File: config.mk
export PLATFORM = sky130hd
export DESIGN_NAME = sar_search
export DESIGN_NICKNAME = d
export VERILOG_FILES = /design/src/rtl/sar_search.sv
export SDC_FILE = /design/constraint.sdc
export NUM_CORES = 1
export LEC_CHECK = 0
export ABC_AREA = 1
export CAP_MARGIN = 20
export CORE_UTILIZATION = 52
export CTS_CLUSTER_SIZE = 14
export DETAILED_ROUTE_END_ITERATION = 10
export PLACE_DENSITY_LB_ADDON = 0.3
export SLEW_MARGIN = 20
export SYNTH_ARGS = -nofsm -noshare
export SYNTH_HDL_FRONTEND = slang
export SYNTH_SLANG_ARGS = --single-unit
File: constraint.sdc
create_clock -name clk -period 2.32 [get_ports clk]
set_clock_uncertainty 0.2 [all_clocks]
set_input_delay 0.348 -clock clk [delete_from_list [all_inputs] [get_ports clk]]
set_output_delay 0.348 -clock clk [all_outputs]
set_load 0.02 [all_outputs]
File: src/rtl/sar_search.sv
// sar_search: successive-approximation controller recovering a comparator's unknown operand MSB first.
module sar_search #(
  parameter int WIDTH = 4,
  localparam int PW = $clog2(WIDTH + 1)
) (
  input  logic             clk,
  input  logic             rst,
  input  logic             start,
  input  logic             aeqb,
  input  logic             agtb,
  input  logic             altb,
  output logic [WIDTH-1:0] guess,
  output logic             busy,
  output logic             done,
  output logic [WIDTH-1:0] result,
  output logic             matched,
  output logic             err,
  output logic [PW-1:0]    probes
);
  typedef enum logic [1:0] {IDLE, PROBE, DONE} state_t;
  state_t state;
  logic [WIDTH-1:0] acc, acc_next, next_guess;
  logic [PW-1:0] k;
  logic legal, fin;
  always_comb begin
    legal = {aeqb, agtb, altb} == 3'b100 || {aeqb, agtb, altb} == 3'b010 || {aeqb, agtb, altb} == 3'b001;
    fin = !legal || aeqb || k == '0;
    acc_next = agtb ? guess : acc;
    next_guess = acc_next | (WIDTH'(1) << (k - PW'(1)));
  end
  always_ff @(posedge clk or posedge rst) begin
    if (rst) begin
      state <= IDLE;
      guess <= '0;
      busy <= 1'b0;
      done <= 1'b0;
      result <= '0;
      matched <= 1'b0;
      err <= 1'b0;
      probes <= '0;
      acc <= '0;
      k <= PW'(WIDTH - 1);
    end else begin
      done <= 1'b0;
      case (state)
        IDLE: if (start) begin
          result <= '0;
          matched <= 1'b0;
          err <= 1'b0;
          probes <= '0;
          acc <= '0;
          k <= PW'(WIDTH - 1);
          guess <= WIDTH'(1) << (WIDTH - 1);
          busy <= 1'b1;
          state <= PROBE;
        end
        PROBE: begin
          probes <= probes + PW'(1);
          acc <= acc_next;
          k <= fin ? k : k - PW'(1);
          guess <= fin ? '0 : next_guess;
          busy <= !fin;
          done <= fin;
          state <= fin ? DONE : PROBE;
          // illegal flags win over an aeqb that arrives alongside another flag
          if (fin) begin
            err <= !legal;
            matched <= legal && aeqb;
            result <= !legal ? '0 : aeqb ? guess : acc_next;
          end
        end
        default: state <= IDLE;
      endcase
    end
  end
endmodule

==> results.md, run 1 <==
* Status: complete, no violations
* Initial drt markers at 34
* Layout area overhead at 21.4%
* Top-count cell post-synth: nand2_1
* Final core occ at 68.6%
* Crit path DAT at 2.01 ns
* Sequential share of the synthesized area at 46.9%
* CTS Buf Count at 3
* Crit path launch type: flip-flop
* Port bufs at 20
* Die width at a little over 50 um
* Io pins at 21
* Asr flop ratio synth at between 90% and 100%
* Setup crit end kind: flip-flop
* Post-CTS sizing at 0
* DRC viols at 0
* Required time of the critical path at 2.37 ns
* Nets at 185
* Hold Fails Final Rpt at 0
* Synth Warn # at 0
* Layout cell share with drive strength beyond 1 at 13.4%
* Syn Area/Cell at 8.62 um2
* Vias in the first global route at 1,038
* Setup Buffers After CTS at 0
* Setup CP Type: reg -> reg
* Largest area contributor in the synthesized netlist: dfrtp_1
* Post-Syn Area at around 1300 um2
* RePlAce Congestion at 0.888
* CTS tree: built
* Routed via count at about 1,100
* Peak supply drop at between 0.6 and 0.7 mV
* Hold Buf Count CTS at 0
* RSZ-0062 raised after global routing: no
* Hold Path Class: in -> async
* Max H-tree Level at 1
* Die Ht at between 50 and 60 um
* Largest net degree at the start of global routing at 15
* Hpwl dp at 1930 um
* Largest buffer count on any clock path at 2
* Max_slew headroom at between 60% and 70%
* Pins Over Slew Limit at 0
* Critical path peak fanout at 5
* Router iterations before antenna repair at 4
* Ys flop type: dfrtp_1
* Synth cell count leaders: nand2_1, dfrtp_1, inv_1, nand3_1, o21ai_0
* Syn Inst Count at between 100 and 150
* GRT Util Overall at 23.3%
* Synth area leaders: dfrtp_1, nand2_1, ha_1
* Min Clock Period, post-route at 1.95 ns
* DRT Wirelength at 2680 um
* Core Box Area at 2280 um2
* Number of synthesized flops with an enable pin at 0
* Worst slew pin tran at between 0.5 and 0.6 ns
* Antenna violations before repair at 0
* Clk sinks at 24
* First-pass GRT wire length at approximately 4500 um
* Fmax at 0.512 GHz
* Total of max-cap violations at 0
* Area of the die at 2670 um2
* Initial Utilization at 56.5%
* Yosys cell types at 27
* Rows at 17
* Synth Register Bits at 24
* Root buffer cell: clkbuf_4
* # setup viols final at 0
* Setup TNS at 0 ns
* Drt wl/cell at about 13 um
* Clock latency on the worst-skew pair at 0.33 ns
* Pleak at 0.784 nW
* Number of diodes at 0
* Grt total ovfl at 0
* Pwr dens at 1070 nW/um2
* Yosys top cell area share at 42.8%
* Reg clk slew, reported paths at 0.14 ns
* Via density at 5.40
* Period utilisation layout at 84.1%
* Syn Nets at 161
* Antenna viol nets, final at 0
[logic make-up (layout without fill, tap and decap cells)]
group           Yosys count  after routing  share of synthesized area [%]
fa+ha+maj                 6              6                           5.84
xor+xnor                  1              1                          0.682
simple gates             72             72                           27.7
compound gates           22             22                           10.6
buf+inv                  24             47                           8.28
flops                    24             24                           46.9
[cell usage in the layout (no fill, tap or decap), drive strengths merged]
cell type      netlist  final
xnor2                1      1
o21ai               15     15
o211ai               1      1
nand3               16     16
nand2               50     50
ha                   6      6
clkbuf               0      3
or2                  1      1
a21o                 2      2
a32o                 1      1
bufinv               0      1
a22o                 1      1
inv                 21     21
clkdlybuf4s50        0     20
nor2                 4      4
o22ai                1      1
nand4                1      1
dfrtp               22     22
a21oi                1      1
buf                  3      2
dfstp                2      2
[worst max-delay path: stages, from the launching register on]
cell	delay, ns
dfstp_2	0.60
inv_1	0.09
ha_1	0.21
xnor2_1	0.40
nand2_1	0.14
nand2_1	0.09
inv_1	0.04
o22ai_1	0.12
[path summary, 6_finish.rpt]
kind | from | to | slack [ns] | cells after the start
hold reg to reg | result[1] | result[1] | 0.32 | 2
hold / removal | rst | busy | 0.13 | 2
setup / recovery | k[0] | guess[2] | 0.37 | 7
setup reg to reg | k[0] | guess[2] | 0.37 | 7
max in group asynchronous | rst | result[0] | 1.25 | 3
min in group clk | result[1] | result[1] | 0.32 | 2
[state kept, by name, summed over array words and instances, names as in the netlist]
name	cells
busy	1
guess	4
result	4
done	1
state	2
acc	4
matched	1
err	1
k	3
probes	3
[through the flow]
| step | instances | area, um2 | total power, mW | setup WS (ns) | hold WS (ns) |
|---|---|---|---|---|---|
| 6_report | 200 | 1560 | 1.66 | 0.368 | 0.133 |
| 5_1_grt | 200 | 1560 | 1.78 | 0.235 | 0.177 |
| 4_1_cts | 200 | 1560 | 1.67 | 0.387 | 0.159 |
| 3_5_place_dp | 196 | 1510 | 1.35 | 0.331 | 0.284 |
| 3_3_place_gp | 196 | 1510 | 1.32 | 0.417 | 0.288 |
| 2_1_floorplan | 149 | 1280 | 1.13 | 0.641 | 0.161 |
[metal layers]
metal	global-route usage, %	wire length, um	share of wire (%)	up-vias
met3	3.80	107	4.0	7
li1	-	-	-	528
met2	39.6	1330	50	34
met4	10.8	61	2.3	0
met5	0	0	0	-
met1	28.6	1180	44	510
[power by group]
group          internal (mW)  switching (mW)
logic                  0.281           0.436
registers              0.541          0.0954
clock network          0.175           0.135
[cell type report]
class	instances	area, um2
clock inverters	1	30.0
well taps	28	35.0
clock buffers	3	22.5
inverters	21	78.8
fillers	196	716
repair buffers	22	215
multi-input cells	101	576
flip-flops and latches	24	603
Power figures use the tool's default switching activity.
==> inputs of run 2 (changes only) <==
--- a/config.mk
+++ b/config.mk
@@ -7,7 +7,7 @@
 export LEC_CHECK = 0
 export ABC_AREA = 1
 export CAP_MARGIN = 20
-export CORE_UTILIZATION = 52
+export CORE_UTILIZATION = 47
 export CTS_CLUSTER_SIZE = 14
 export DETAILED_ROUTE_END_ITERATION = 10
 export PLACE_DENSITY_LB_ADDON = 0.3
==> constraint.sdc (replaced) <==
create_clock -name clk -period 1.64 [get_ports clk]
set_clock_uncertainty 0.2 [all_clocks]
set_input_delay 0.246 -clock clk [delete_from_list [all_inputs] [get_ports clk]]
set_output_delay 0.246 -clock clk [all_outputs]
set_load 0.02 [all_outputs]
==> run 2 against run 1 <==
  * Register-to-register slack lost 0.31 ns
  * Non-clock buffer count is 18 higher
  * First-iteration DRC count is 38% lower
  * Clock power up 3%
  * Highest routed layer unchanged
  * Maximum frequency grew 23%
  * Sequential share of layout area fell by 3.8 points
  * Setup slack worse by 0.31 ns
  * Hold slack got worse by 0.086 ns
  * Die area is 10% higher
  * Via count is 2.2% higher
  * Critical path depth is 1 lower
  * Sequential power increased by 38%
==> results.md, run 2 (synthesis results as in run 1) <==
* Port bufs at 20 (unchanged)
* Layout area overhead at 34.6% (was 21.4%)
* Peak supply drop at 1.30 mV (was 0.655 mV)
* Finished Layout Cells at 221 (was 200)
* RePlAce Congestion at 0.810 (was 0.888)
* Final-layout fill cell count at 202 (was 196)
* Routed via count at 1,103 (was 1,079)
* Vias in the first global route at 1,035 (was 1,038)
* Hpwl dp at 2040 um (was 1930 um)
* Setup CP Type: reg -> reg (unchanged)
* Required time of the critical path at 1.70 ns (was 2.37 ns)
* Antenna viol nets, final at 0 (unchanged)
* Clk sinks at 24 (unchanged)
* Total of max-cap violations at 0 (unchanged)
* # setup viols final at 0 (unchanged)
* Pleak at 0.926 nW (was 0.784 nW)
* Worst slew pin tran at 0.315 ns (was 0.532 ns)
* Layout cell share with drive strength beyond 1 at 26.2% (was 13.4%)
* RSZ-0062 raised after global routing: yes (was no)
* Core Box Area at 2520 um2 (was 2280 um2)
* Min Clock Period, post-route at 1.58 ns (was 1.95 ns)
* CTS Buf Count at 3 (unchanged)
* Max H-tree Level at 1 (unchanged)
* Rows at 18 (was 17)
* Area of the die at 2950 um2 (was 2670 um2)
* Max_slew headroom at 79.0% (was 64.4%)
* Critical path peak fanout at 5 (unchanged)
* Reg clk slew, reported paths at 0.13 ns (was 0.14 ns)
* Via density at 4.99 (was 5.40)
* Initial Utilization at 50.9% (was 56.5%)
* Initial drt markers at 21 (was 34)
* Grt total ovfl at 0 (unchanged)
* Die width at 54.3 um (was 51.7 um)
* Io pins at 21 (unchanged)
* Final core occ at 68.6% (about the same)
* DRT Wirelength at 2880 um (was 2680 um)
* Number of diodes at 0 (unchanged)
* Hold Path Class: in -> async (unchanged)
* Crit path largest cell delay at 0.56 ns (was 0.60 ns)
* Drt wl/cell at 13.0 um (was 13.4 um)
* Hold Fails Final Rpt at 0 (unchanged)
* Total power at 2.53 mW (was 1.66 mW)
* Top Registers: acc: 4 flops, guess: 4 flops, result: 4 flops (unchanged)
* Commonest non-fill, non-tap cell in the layout: nand2_1 (unchanged)
* Placed insts at 212 (was 196)
* CTS tree: built (unchanged)
* Most frequent cells in the layout: nand2_1, dfrtp_1, buf_4 (was nand2_1, dfrtp_1, clkdlybuf4s50_1)
* Hold Buf Count CTS at 0 (unchanged)
* Die Ht at 54.3 um (was 51.7 um)
* Crit path launch type: flip-flop (unchanged)
* Largest net degree at the start of global routing at 25 (was 15)
* Nets at 204 (was 185)
* Antenna violations before repair at 0 (unchanged)
* CP max stage cell: dfstp_2 (unchanged)
* Status: complete, no violations (unchanged)
* Clock latency on the worst-skew pair at 0.32 ns (was 0.33 ns)
* Pwr dens at 1460 nW/um2 (was 1070 nW/um2)
* Setup crit end kind: flip-flop (unchanged)
* Fmax at 0.631 GHz (was 0.512 GHz)
* First-pass GRT wire length at 4530 um (was 4490 um)
* Period utilisation layout at 96.6% (was 84.1%)
* Crit path DAT at 1.64 ns (was 2.01 ns)
* Pins Over Slew Limit at 0 (unchanged)
* Router iterations before antenna repair at 4 (unchanged)
* Largest buffer count on any clock path at 2 (unchanged)
* GRT Util Overall at 22.4% (was 23.3%)
* Worst path cell trace: inv_2 -> ha_4 -> xnor2_4 -> a21o_1 -> inv_1 -> o21ai_1 (was inv_1 -> ha_1 -> xnor2_1 -> nand2_1 -> nand2_1 -> inv_1 -> o22ai_1)
* Flop-to-flop setup slack at 0.06 ns (was 0.37 ns)
* DRC viols at 0 (unchanged)
* Root buffer cell: clkbuf_4 (unchanged)
-- run 2: final cells by class --
cell class | count | area [um2] | area share, %
Clock buffer | 4 | 36.3 | 2.10
Sequential cell | 24 | 603 | 34.9
Timing Repair Buffer | 40 | 332 | 19.2
Inverter | 21 | 78.8 | 4.56
Multi-Input combinational cell | 102 | 642 | 37.1
Tap cell | 30 | 37.5 | 2.17
-- run 2: what timing repair did --
item | in CTS | in global routing
resized for setup | 22 | 7
gates cloned | 1 | 0
hold endpoints to repair | 0 | 0
setup buffers | 1 | 3
pin swaps | 5 | 7
endpoints found under the setup margin | 27 | 10
-- run 2: metrics by stage --
step                TNS, ns  hold WS [ns]  instance area, um2  setup slack (ns)
CTS                       0        0.0443                1690            0.0199
global placement      -1.15         0.284                1620            -0.151
floorplan                 0        0.0591                1290            0.0221
detailed placement    -1.45         0.291                1620            -0.174
global route         -0.141        0.0790                1730           -0.0413
finish                    0        0.0464                1730            0.0560
-- run 2: layer usage --
layer,track usage (%),part of all wire (%)
met1,27.3,45
met2,37.8,49
met3,2.50,3.5
met4,13.2,2.1
met5,0,0
-- run 2: path summary, 6_finish.rpt --
path | from | cells past startpoint | end
max in group asynchronous | rst | 3 | k[0]
worst min-delay path | rst | 3 | k[2]
worst min register to register | busy | 2 | busy
worst max register to register | k[1] | 6 | guess[1]
min in group clk | busy | 2 | busy
worst max-delay path | k[1] | 6 | guess[1]
-- run 2: report_power, final --
group          switching, mW  internal [mW]
combinational          0.739          0.591
sequential             0.115          0.765
clock                  0.184          0.136
total                   1.04           1.49
-- run 2: worst max-delay path, delay by kind of cell (launching register included) --
kind / cells / cell delay, ns
flip-flops: 1 / 0.56
adder cells (fa/ha/maj): 1 / 0.17
AO/OA/AOI/OAI: 2 / 0.27
XOR/XNOR: 1 / 0.21
buffers and inverters: 2 / 0.10
